`config.mk`:
```
export PLATFORM = sky130hd
export DESIGN_NAME = rtdf_sample_unpacker_flat
export DESIGN_NICKNAME = d
export VERILOG_FILES = /design/src/rtl/rtdf_sample_unpacker_if.sv /design/src/rtl/rtdf_sample_unpacker.sv /design/src/flat_wrapper.sv
export SDC_FILE = /design/constraint.sdc
export NUM_CORES = 1
export LEC_CHECK = 0
export CAP_MARGIN = 20
export CORE_UTILIZATION = 67
export DETAILED_ROUTE_END_ITERATION = 8
export DONT_BUFFER_PORTS = 1
export GPL_TIMING_DRIVEN = 0
export PLACE_DENSITY = 0.79
export SLEW_MARGIN = 20
export SYNTH_ARGS = -nofsm -noshare
export SYNTH_HDL_FRONTEND = slang
export SYNTH_SLANG_ARGS = --single-unit
```
`constraint.sdc`:
```
create_clock -name clk -period 6.5 [get_ports clk]
set_input_delay 0.325 -clock clk [delete_from_list [all_inputs] [get_ports clk]]
set_output_delay 0.325 -clock clk [all_outputs]
set_load 0.1 [all_outputs]
```
`src/rtl/rtdf_sample_unpacker_if.sv`:
```
// Handshake bundle between the stream FIFO read side, the sample-rate tick
// and the unpacked sample output of rtdf_sample_unpacker.
interface rtdf_sample_unpacker_if #(
    parameter int SAMPLE_WIDTH = 2
);
    logic                    enable;
    logic                    fifo_empty;
    logic [15:0]             fifo_data;
    logic                    fifo_read_next;
    logic                    sample_strobe;
    logic [SAMPLE_WIDTH-1:0] sample;
    logic                    sample_valid;
    logic                    underflow;
    logic [15:0]             underflow_count;

    modport master (
        output enable,
        output fifo_empty,
        output fifo_data,
        output sample_strobe,
        input  fifo_read_next,
        input  sample,
        input  sample_valid,
        input  underflow,
        input  underflow_count
    );

    modport slave (
        input  enable,
        input  fifo_empty,
        input  fifo_data,
        input  sample_strobe,
        output fifo_read_next,
        output sample,
        output sample_valid,
        output underflow,
        output underflow_count
    );
endinterface

```
`src/rtl/rtdf_sample_unpacker.sv`:
```
// Unpacks 16-bit stream FIFO words into SAMPLE_WIDTH-bit samples, one per strobe,
// with a two-word buffer to hide FIFO read latency and underflow reporting.
module rtdf_sample_unpacker #(
    parameter int SAMPLE_WIDTH = 2
) (
    input logic                  clk,
    input logic                  reset_n,
    rtdf_sample_unpacker_if.slave bus
);
    localparam int SPW = 16 / SAMPLE_WIDTH;
    localparam int IW  = (SPW > 1) ? $clog2(SPW) : 1;
    localparam logic [IW-1:0] LAST = IW'(SPW - 1);

    typedef enum logic [1:0] {
        IDLE,
        PRIME,
        RUN
    } state_t;

    state_t state_q, state_d;

    logic [15:0]             cur_q, cur_d;
    logic [15:0]             next_q, next_d;
    logic                    cur_valid_q, cur_valid_d;
    logic                    next_valid_q, next_valid_d;
    logic [IW-1:0]           idx_q, idx_d;
    logic                    pending_q;
    logic [SAMPLE_WIDTH-1:0] sample_q, sample_d;
    logic                    sample_valid_q, sample_valid_d;
    logic                    underflow_q, underflow_d;
    logic [15:0]             ucnt_q, ucnt_d;

    logic                    read;
    logic                    flush;
    logic                    arrival;
    logic                    run_strobe;
    logic                    take;
    logic                    vacate;
    logic [15:0]             cur_shift;
    logic [SAMPLE_WIDTH-1:0] cur_sample;

    assign read = bus.enable && !bus.fifo_empty && !pending_q && !next_valid_q;

    // IDLE and a low enable both drop buffered words and any word in flight
    assign flush      = !bus.enable || (state_q == IDLE);
    assign arrival    = pending_q && !flush;
    assign run_strobe = (state_q == RUN) && bus.enable && bus.sample_strobe;
    assign take       = run_strobe && cur_valid_q;
    assign vacate     = take && (idx_q == LAST);

    assign cur_shift  = cur_q >> (32'(idx_q) * SAMPLE_WIDTH);
    assign cur_sample = cur_shift[SAMPLE_WIDTH-1:0];

    always_comb begin
        state_d = state_q;
        unique case (state_q)
            IDLE:    if (bus.enable) state_d = PRIME;
            PRIME:   if (cur_valid_q && next_valid_q) state_d = RUN;
            RUN:     state_d = RUN;
            default: state_d = IDLE;
        endcase
        if (!bus.enable) state_d = IDLE;
    end

    always_comb begin
        cur_d          = cur_q;
        cur_valid_d    = cur_valid_q;
        next_d         = next_q;
        next_valid_d   = next_valid_q;
        idx_d          = idx_q;
        sample_d       = sample_q;
        sample_valid_d = 1'b0;
        underflow_d    = 1'b0;
        ucnt_d         = ucnt_q;
        if (flush) begin
            cur_valid_d  = 1'b0;
            next_valid_d = 1'b0;
            idx_d        = '0;
        end else begin
            if (take) begin
                sample_d       = cur_sample;
                sample_valid_d = 1'b1;
                idx_d          = idx_q + 1'b1;
            end
            if (vacate) begin
                idx_d = '0;
                if (next_valid_q) begin
                    cur_d        = next_q;
                    next_valid_d = 1'b0;
                end else begin
                    cur_valid_d = 1'b0;
                end
            end
            // a word lands in cur only when nothing older is queued ahead of it
            if (arrival) begin
                if ((!cur_valid_q || vacate) && !next_valid_q) begin
                    cur_d       = bus.fifo_data;
                    cur_valid_d = 1'b1;
                    idx_d       = '0;
                end else begin
                    next_d       = bus.fifo_data;
                    next_valid_d = 1'b1;
                end
            end
            if (run_strobe && !cur_valid_q) begin
                underflow_d = 1'b1;
                if (ucnt_q != 16'hFFFF) ucnt_d = ucnt_q + 16'd1;
            end
        end
    end

    always_ff @(posedge clk or negedge reset_n) begin
        if (!reset_n) begin
            state_q <= IDLE;
        end else begin
            state_q <= state_d;
        end
    end

    always_ff @(posedge clk or negedge reset_n) begin
        if (!reset_n) begin
            cur_q          <= '0;
            next_q         <= '0;
            cur_valid_q    <= 1'b0;
            next_valid_q   <= 1'b0;
            idx_q          <= '0;
            pending_q      <= 1'b0;
            sample_q       <= '0;
            sample_valid_q <= 1'b0;
            underflow_q    <= 1'b0;
            ucnt_q         <= '0;
        end else begin
            cur_q          <= cur_d;
            next_q         <= next_d;
            cur_valid_q    <= cur_valid_d;
            next_valid_q   <= next_valid_d;
            idx_q          <= idx_d;
            pending_q      <= read;
            sample_q       <= sample_d;
            sample_valid_q <= sample_valid_d;
            underflow_q    <= underflow_d;
            ucnt_q         <= ucnt_d;
        end
    end

    assign bus.fifo_read_next  = read;
    assign bus.sample          = sample_q;
    assign bus.sample_valid    = sample_valid_q;
    assign bus.underflow       = underflow_q;
    assign bus.underflow_count = ucnt_q;
endmodule

```
`src/flat_wrapper.sv`:
```
// flat-port wrapper written by rule: the top's interface ports become plain ports
module rtdf_sample_unpacker_flat 
#(
    parameter int SAMPLE_WIDTH = 2
)
  (clk, reset_n, bus_enable, bus_fifo_empty, bus_fifo_data, bus_sample_strobe, bus_fifo_read_next, bus_sample, bus_sample_valid, bus_underflow, bus_underflow_count);
  rtdf_sample_unpacker_if #(.SAMPLE_WIDTH(SAMPLE_WIDTH)) bus_i ();
  input logic clk;
  input logic reset_n;
  input wire logic [$bits(bus_i.enable)-1:0] bus_enable;
  input wire logic [$bits(bus_i.fifo_empty)-1:0] bus_fifo_empty;
  input wire logic [$bits(bus_i.fifo_data)-1:0] bus_fifo_data;
  input wire logic [$bits(bus_i.sample_strobe)-1:0] bus_sample_strobe;
  output wire logic [$bits(bus_i.fifo_read_next)-1:0] bus_fifo_read_next;
  output wire logic [$bits(bus_i.sample)-1:0] bus_sample;
  output wire logic [$bits(bus_i.sample_valid)-1:0] bus_sample_valid;
  output wire logic [$bits(bus_i.underflow)-1:0] bus_underflow;
  output wire logic [$bits(bus_i.underflow_count)-1:0] bus_underflow_count;
  assign bus_i.enable = bus_enable;
  assign bus_i.fifo_empty = bus_fifo_empty;
  assign bus_i.fifo_data = bus_fifo_data;
  assign bus_i.sample_strobe = bus_sample_strobe;
  assign bus_fifo_read_next = bus_i.fifo_read_next;
  assign bus_sample = bus_i.sample;
  assign bus_sample_valid = bus_i.sample_valid;
  assign bus_underflow = bus_i.underflow;
  assign bus_underflow_count = bus_i.underflow_count;
  rtdf_sample_unpacker #(.SAMPLE_WIDTH(SAMPLE_WIDTH)) u_core (.clk(clk), .reset_n(reset_n), .bus(bus_i));
endmodule
```
==> results.md, run 1 <==
- **Switching Share** 0.319
- **number of clock buffers inserted by TritonCTS** 9
- **kind of end point of the critical path** register
- **maximum fanout encountered on the critical timing path** 10
- **average cell area after synthesis** 11.9 sq um
- **power density over the cells** 321 nW/um^2
- **setup slack at placement** 3970 ps
- **number of antenna violations at the first check in global routing** 0
- **part of the Yosys area used for sequential elements** 0.533
- **WHS Path Cells** 1
- **gate count of the mapped netlist** 237
- **antenna-violating nets left** 0
- **fraction of power consumed by the clock network** 0.284
- **cell count of the worst reg-to-reg path** 7
- **TritonCTS Sinks** 60
- **placed wire-length estimate after detailed placement** 4.00 mm
- **Synth Register Bits** 60
- **classification of the worst setup path** reg -> reg
- **endpoint required time on the critical path** 6720 ps
- **predominant post-synthesis flop cell** sky130_fd_sc_hd__dfrtp_1
- **Fin Hold WS** 60.6 ps
- **final-layout setup total negative slack** 0 ps
- **Leakage Power** 1.36 nW
- **EDFF count, synth** 0
- **aggregate global-route resource usage** 0.277
- **FP Rows** 23
- **most frequent cells in the layout** sky130_fd_sc_hd__dfrtp_1, sky130_fd_sc_hd__nand2_1, sky130_fd_sc_hd__mux2i_1
- **netlist area before placement** 2820 sq um
- **max_slew headroom** 0.293
- **net load switching power** 0.317 mW
- **global placement routability congestion** 0.836
- **core box area** 4030 sq um
- **number of violations reported at the end of detailed-routing iteration 0** 122
- **x dimension of the die** 66.9 um
- **clk slew on worst S/H paths** 70 ps
- **worst path arrival time** 2800 ps
- **Achievable Freq** 387 MHz
- **full die area** 4470 sq um
- **count of TritonRoute iterations in the first routing pass** 4
- **setup slack after layout** 3920 ps
- **Net Count, Synth** 265
- **outcome** finished clean
- **worst setup skew after layout** 12.3 ps
- **RSZ-0062 raised after global routing** no
- **logic gate share of total power** 0.162
- **actual slew at the worst max-slew pin** 1060 ps
- **top-level I/O count** 42
- **Synth warnings** 0
- **total power** 0.995 mW
- **global route total overflow** 0
- **fraction of the cycle the final worst path needs** 0.397
- **setup violators final** 0
- **final max-slew violation count** 0
- **net total in the final layout** 279
- **proportion of layout cells with a drive suffix above 1** 0.164
- **average routed wire per standard cell** 18.2 um
- **buffer levels on the longest clock path** 2
- **count of distinct cell types in the synthesized netlist** 32
- **Non-Filler Instances** 306
- **CTS tree** built
- **diode count** 0
- **Internal Dissipation** 0.678 mW
- **source-to-sink clock delay at the later pin of the worst-skew pair** 340 ps
- **area added between synthesis and finish** 10.1%
- **highest ir drop seen on vdd** 0.261 mV
- **FFs w/ async S/R, synth** 1.00
- **total wire length** 5.56 mm
- **post-route minimum period** 2580 ps
- **DP Cell Count** 288
- **overall die height** 66.9 um
- **initial core utilization** 0.699
- **number of resized instances in the post-cts repair step** 0
- **Residual DRC** 0
- **reported max-cap violation count** 0
- **proportion of power drawn by flip-flops and latches** 0.555
- **number of global-route vias before repair** 1,864
- **count of input and output buffers** 0
- **via count** 1,909
- **CTS HTree Levels** 3
- **clock root cell** sky130_fd_sc_hd__clkbuf_8
- **number of hold violations in the final report** 0
- **most common cell after layout, fill and taps aside** sky130_fd_sc_hd__dfrtp_1
- **pin count of the biggest net entering global routing** 61
- **drt via density** 6.24
- **Hold Path Class** in -> reg
- **first-pass GRT wire length** 8.75 mm
- **CP startpoint kind** register
layout make-up:
type	count	area, sq um
repair buffers	3	52.6
multi-input cells	167	1280
clock buffers	14	153
clock inverters	2	10.0
plain buffers	6	31.3
inverters	4	15.0
fillers	244	927
flip-flops and latches	60	1500
well taps	50	62.6
synthesized netlist by cell type, types with 2 or more instances:
| master | number | area [sq um] |
|---|---|---|
| sky130_fd_sc_hd__nor2_1 | 11 | 41.3 |
| sky130_fd_sc_hd__and3_1 | 4 | 25.0 |
| sky130_fd_sc_hd__nand2_1 | 24 | 90.1 |
| sky130_fd_sc_hd__inv_1 | 4 | 15.0 |
| sky130_fd_sc_hd__nor3_4 | 2 | 32.5 |
| sky130_fd_sc_hd__xor2_1 | 8 | 70.1 |
| sky130_fd_sc_hd__nand3_1 | 6 | 30.0 |
| sky130_fd_sc_hd__nand2b_1 | 3 | 18.8 |
| sky130_fd_sc_hd__a21oi_1 | 9 | 45.0 |
| sky130_fd_sc_hd__nor4b_1 | 2 | 17.5 |
| sky130_fd_sc_hd__nor3b_1 | 2 | 15.0 |
| sky130_fd_sc_hd__o21ai_0 | 18 | 90.1 |
| sky130_fd_sc_hd__buf_4 | 2 | 15.0 |
| sky130_fd_sc_hd__and4_1 | 2 | 17.5 |
| sky130_fd_sc_hd__nor4_1 | 3 | 18.8 |
| sky130_fd_sc_hd__clkbuf_1 | 3 | 11.3 |
| sky130_fd_sc_hd__mux2_2 | 17 | 191 |
| sky130_fd_sc_hd__xnor2_1 | 6 | 52.6 |
| sky130_fd_sc_hd__nor3_1 | 3 | 15.0 |
| sky130_fd_sc_hd__mux2i_1 | 20 | 200 |
| sky130_fd_sc_hd__nand4_1 | 6 | 37.5 |
| sky130_fd_sc_hd__nor2b_1 | 4 | 25.0 |
| sky130_fd_sc_hd__ha_1 | 7 | 87.6 |
| sky130_fd_sc_hd__dfrtp_1 | 60 | 1500 |
| sky130_fd_sc_hd__mux4_2 | 4 | 90.1 |
layer usage:
metal,GRT usage,routed length (um),vias to the layer above
met5,0,0,-
li1,-,-,880
met2,0.413,2680,76
met3,0.0702,378,10
met1,0.375,2400,943
met4,0.144,103,0
worst max-delay path: stages, from the launching register on:
cell                      delay [ps]
sky130_fd_sc_hd__dfrtp_1         440
sky130_fd_sc_hd__ha_1            220
sky130_fd_sc_hd__ha_1            240
sky130_fd_sc_hd__nand4_1         210
sky130_fd_sc_hd__a21oi_1         130
sky130_fd_sc_hd__nor2_1          540
sky130_fd_sc_hd__buf_4           320
sky130_fd_sc_hd__mux2_2          350
stage by stage:
step | util | area [sq um]
after floorplan | - | 2820
after global placement | 0.715 | 2880
after detailed placement | 0.720 | 2900
after CTS | 0.770 | 3100
after global routing | 0.770 | 3100
final | 0.770 | 3100
worst paths after layout:
path	startpoint	endpoint	slack [ps]
worst max-delay path	u_core.idx_q[1]	u_core.next_q[11]	3920
worst min-delay path	bus_fifo_empty	u_core.pending_q	60
worst max register to register	u_core.idx_q[1]	u_core.next_q[11]	3920
worst min register to register	u_core.next_q[14]	u_core.next_q[14]	510
max in group asynchronous	reset_n	u_core.next_q[2]	5740
min in group asynchronous	reset_n	u_core.cur_valid_q	490
power by group through the flow:
stage / Sequential [mW] / Combinational, mW / Clock (mW)
final: 0.552 / 0.161 / 0.282
after global placement: 0.551 / 0.139 / 0
after CTS: 0.551 / 0.162 / 0.286
after floorplan: 0.536 / 0.126 / 0
after global routing: 0.559 / 0.182 / 0.306
after detailed placement: 0.558 / 0.152 / 0
cells by family (layout without fill, tap and decap cells):
family	after synthesis	in the layout	synth area share
compound gates	31	31	0.0635
xor+xnor	14	14	0.0435
fa+ha+maj	7	7	0.0311
buf+inv	10	29	0.0164
flops	60	60	0.533
mux	41	41	0.171
simple gates	74	74	0.142
repair_timing:
item / CTS / global route
buffers inserted: 0 / 0
hold buffers: 2 / 0
hold endpoints to repair: 60 / 0
state kept, by name, summed over array words and instances (netlist names):
register	flops
u_core.next_valid_q	1
u_core.bus.underflow_count	16
u_core.bus.sample	2
u_core.state_q	2
u_core.cur_valid_q	1
u_core.bus.underflow	1
u_core.bus.sample_valid	1
u_core.next_q	16
u_core.idx_q	3
u_core.pending_q	1
u_core.cur_q	16
Note: power is estimated with default switching activity, not from simulation.
==> run 2: changes to the inputs <==
CORE_UTILIZATION = 56   (was 67)
PLACE_DENSITY = 0.7   (was 0.79)
clock period = 2.3 ns   (was 6.5 ns; I/O delays follow)
==> run 2 against run 1 <==
Effect of this change:
- sequential power increased to 2.8 times the previous value
- clock power increased to 3.8 times the previous value
- routed wire length up 0.16%
- non-clock buffer count increased by 26
- critical path type unchanged
- die area is 19% higher
- global-route usage down 3.3 points
- worst hold slack lost 40 ps
- sequential share of layout area decreased by 4.7 points
- highest routed layer unchanged
==> results.md, run 2 (synthesized netlist as in run 1, its figures left out) <==
- **outcome** finished clean, unchanged
- **kind of end point of the critical path** register, unchanged
- **critical path cell sequence** ha_1, ha_1, nand4_1, a21oi_2, nor2_4, buf_4, mux2_2, was ha_1, ha_1, nand4_1, a21oi_1, nor2_1, buf_4, mux2_2
- **global route total overflow** 0, unchanged
- **x dimension of the die** 72.9 um, was 66.9 um
- **final-layout setup total negative slack** 0 ps, unchanged
- **fraction of the cycle the final worst path needs** 0.955, was 0.397
- **global placement routability congestion** 0.820, was 0.836
- **final max-slew violation count** 0, unchanged
- **number of global-route vias before repair** 1,857, was 1,864
- **total wire length** 5.57 mm, was 5.56 mm
- **overall die height** 72.9 um, was 66.9 um
- **max_slew headroom** 0.405, was 0.293
- **count of TritonRoute iterations in the first routing pass** 4, unchanged
- **proportion of layout cells with a drive suffix above 1** 0.259, was 0.164
- **pin count of the biggest net entering global routing** 61, unchanged
- **source-to-sink clock delay at the later pin of the worst-skew pair** 340 ps, about the same
- **area added between synthesis and finish** 23.5%, was 10.1%
- **CP max-delay cell** sky130_fd_sc_hd__dfrtp_1, was sky130_fd_sc_hd__nor2_1
- **kind of cell adding the most delay to the critical path** adder cells, was simple AND/OR/NAND/NOR gates
- **core occupancy in the finished layout** 0.727, was 0.770
- **Critical Path Most Common Cell** sky130_fd_sc_hd__ha_1, unchanged
- **clk slew on worst S/H paths** 60 ps, was 70 ps
- **number of antenna violations at the first check in global routing** 0, unchanged
- **TritonCTS Sinks** 60, unchanged
- **CTS tree** built, unchanged
- **total cell area at the placement stage** 2940 sq um, was 2900 sq um
- **core box area** 4790 sq um, was 4030 sq um
- **power density over the cells** 894 nW/um^2, was 321 nW/um^2
- **full die area** 5320 sq um, was 4470 sq um
- **number of violations reported at the end of detailed-routing iteration 0** 50, was 122
- **count of input and output buffers** 0, unchanged
- **fin area** 3480 sq um, was 3100 sq um
- **number of clock buffers inserted by TritonCTS** 9, unchanged
- **setup slack at placement** -214 ps, was 3970 ps
- **endpoint required time on the critical path** 2520 ps, was 6720 ps
- **via count** 1,916, was 1,909
- **classification of the worst setup path** reg -> reg, unchanged
- **antenna-violating nets left** 0, unchanged
- **clock root cell** sky130_fd_sc_hd__clkbuf_8, unchanged
- **CTS HTree Levels** 3, unchanged
- **maximum fanout encountered on the critical timing path** 10, unchanged
- **setup violators final** 0, unchanged
- **worst setup skew after layout** 7.43 ps, was 12.3 ps
- **initial core utilization** 0.589, was 0.699
- **Leakage Power** 1.50 nW, was 1.36 nW
- **Hold Path Class** in -> reg, unchanged
- **most common cell after layout, fill and taps aside** sky130_fd_sc_hd__dfrtp_1, unchanged
- **drt via density** 5.49, was 6.24
- **placed wire-length estimate after detailed placement** 3.56 mm, was 4.00 mm
- **diode count** 0, unchanged
- **most frequent cells in the layout** sky130_fd_sc_hd__dfrtp_1, sky130_fd_sc_hd__nand2_1, sky130_fd_sc_hd__mux2i_1, sky130_fd_sc_hd__dlygate4sd3_1, sky130_fd_sc_hd__o21ai_0, was sky130_fd_sc_hd__dfrtp_1, sky130_fd_sc_hd__nand2_1, sky130_fd_sc_hd__mux2i_1
- **CP peak stage delay** 440 ps, was 540 ps
- **worst path arrival time** 2420 ps, was 2800 ps
- **net total in the final layout** 305, was 279
- **Achievable Freq** 455 MHz, was 387 MHz
- **Residual DRC** 0, unchanged
- **filler instances** 348, was 244
- **FP Rows** 25, was 23
- **post-route minimum period** 2200 ps, was 2580 ps
- **first-pass GRT wire length** 9.24 mm, was 8.75 mm
- **buffer levels on the longest clock path** 2, unchanged
- **number of buffer and inverter stages on the critical path** 1, unchanged
- **Fin Hold WS** 20.3 ps, was 60.6 ps
- **top-level I/O count** 42, unchanged
- **number of hold violations in the final report** 0, unchanged
- **setup slack after layout** 104 ps, was 3920 ps
- **reported max-cap violation count** 0, unchanged
- **highest ir drop seen on vdd** 0.587 mV, was 0.261 mV
- **aggregate global-route resource usage** 0.244, was 0.277
- **actual slew at the worst max-slew pin** 892 ps, was 1060 ps
- **average routed wire per standard cell** 16.0 um, was 18.2 um
- **CP startpoint kind** register, unchanged
==> run 2: cell count changes in the layout (fill, tap and decap cells not counted), sizes merged <==
cell,before,now
bufinv,0,2
clkinvlp,0,1
dlygate4sd3,1,20
buf,5,12
clkbuf,17,15
clkinv,2,1
==> run 2: worst reg2reg max path, stage by stage (launching register included) <==
cell	delay, ps
sky130_fd_sc_hd__dfrtp_1	440
sky130_fd_sc_hd__ha_1	210
sky130_fd_sc_hd__ha_1	240
sky130_fd_sc_hd__nand4_1	210
sky130_fd_sc_hd__a21oi_2	120
sky130_fd_sc_hd__nor2_4	240
sky130_fd_sc_hd__buf_4	260
sky130_fd_sc_hd__mux2_2	360
==> run 2: area by class of cell <==
| type | count | area [sq um] | area share |
|---|---|---|---|
| flip-flops and latches | 60 | 1520 | 0.437 |
| multi-input cells | 167 | 1300 | 0.373 |
| repair buffers | 29 | 295 | 0.0848 |
| clock buffers | 12 | 155 | 0.0446 |
| well taps | 67 | 83.8 | 0.0241 |
| clock inverters | 4 | 72.6 | 0.0208 |
| plain buffers | 6 | 38.8 | 0.0111 |
| inverters | 4 | 15.0 | 0.00431 |
==> run 2: final timing paths <==
check / from / to / cells past startpoint / slack (ps)
setup / recovery: u_core.idx_q[1] / u_core.next_q[3] / 7 / 100
hold / removal: bus_enable / u_core.bus.underflow / 2 / 20
setup reg to reg: u_core.idx_q[1] / u_core.next_q[3] / 7 / 100
hold reg to reg: u_core.next_q[2] / u_core.next_q[2] / 1 / 510
max in group asynchronous: reset_n / u_core.bus.underflow_count[5] / 2 / 1720
min in group asynchronous: reset_n / u_core.bus.underflow_count[14] / 2 / 310
==> run 2: per-layer routing <==
metal  up-vias  global-route usage  part of all wire
met3         7               0.109             0.053
li1        931                   -                 -
met1       938               0.342              0.50
met4         0               0.100             0.013
met2        40               0.330              0.43
met5         -                   0                 0
==> run 2: through the flow <==
step	total power, mW	cells
floorplan	1.88	237
CTS	3.14	341
finish	3.11	349
global route	3.28	349
global placement	1.97	304
detailed placement	1.99	305
==> run 2: timing repair <==
item                                    4_1_cts  5_1_grt
endpoints found under the hold margin        95        2
hold buffers                                 20        1
resized for setup                            11        8
endpoints found under the setup margin       33       27
setup buffers                                 0        7
pin swaps                                     0        2
==> run 2: power by group <==
part / switching (mW) / total (mW) / internal [mW]
sequential: 0.290 / 1.56 / 1.27
clock: 0.404 / 1.07 / 0.667
combinational: 0.223 / 0.482 / 0.258
total: 0.917 / 3.11 / 2.19
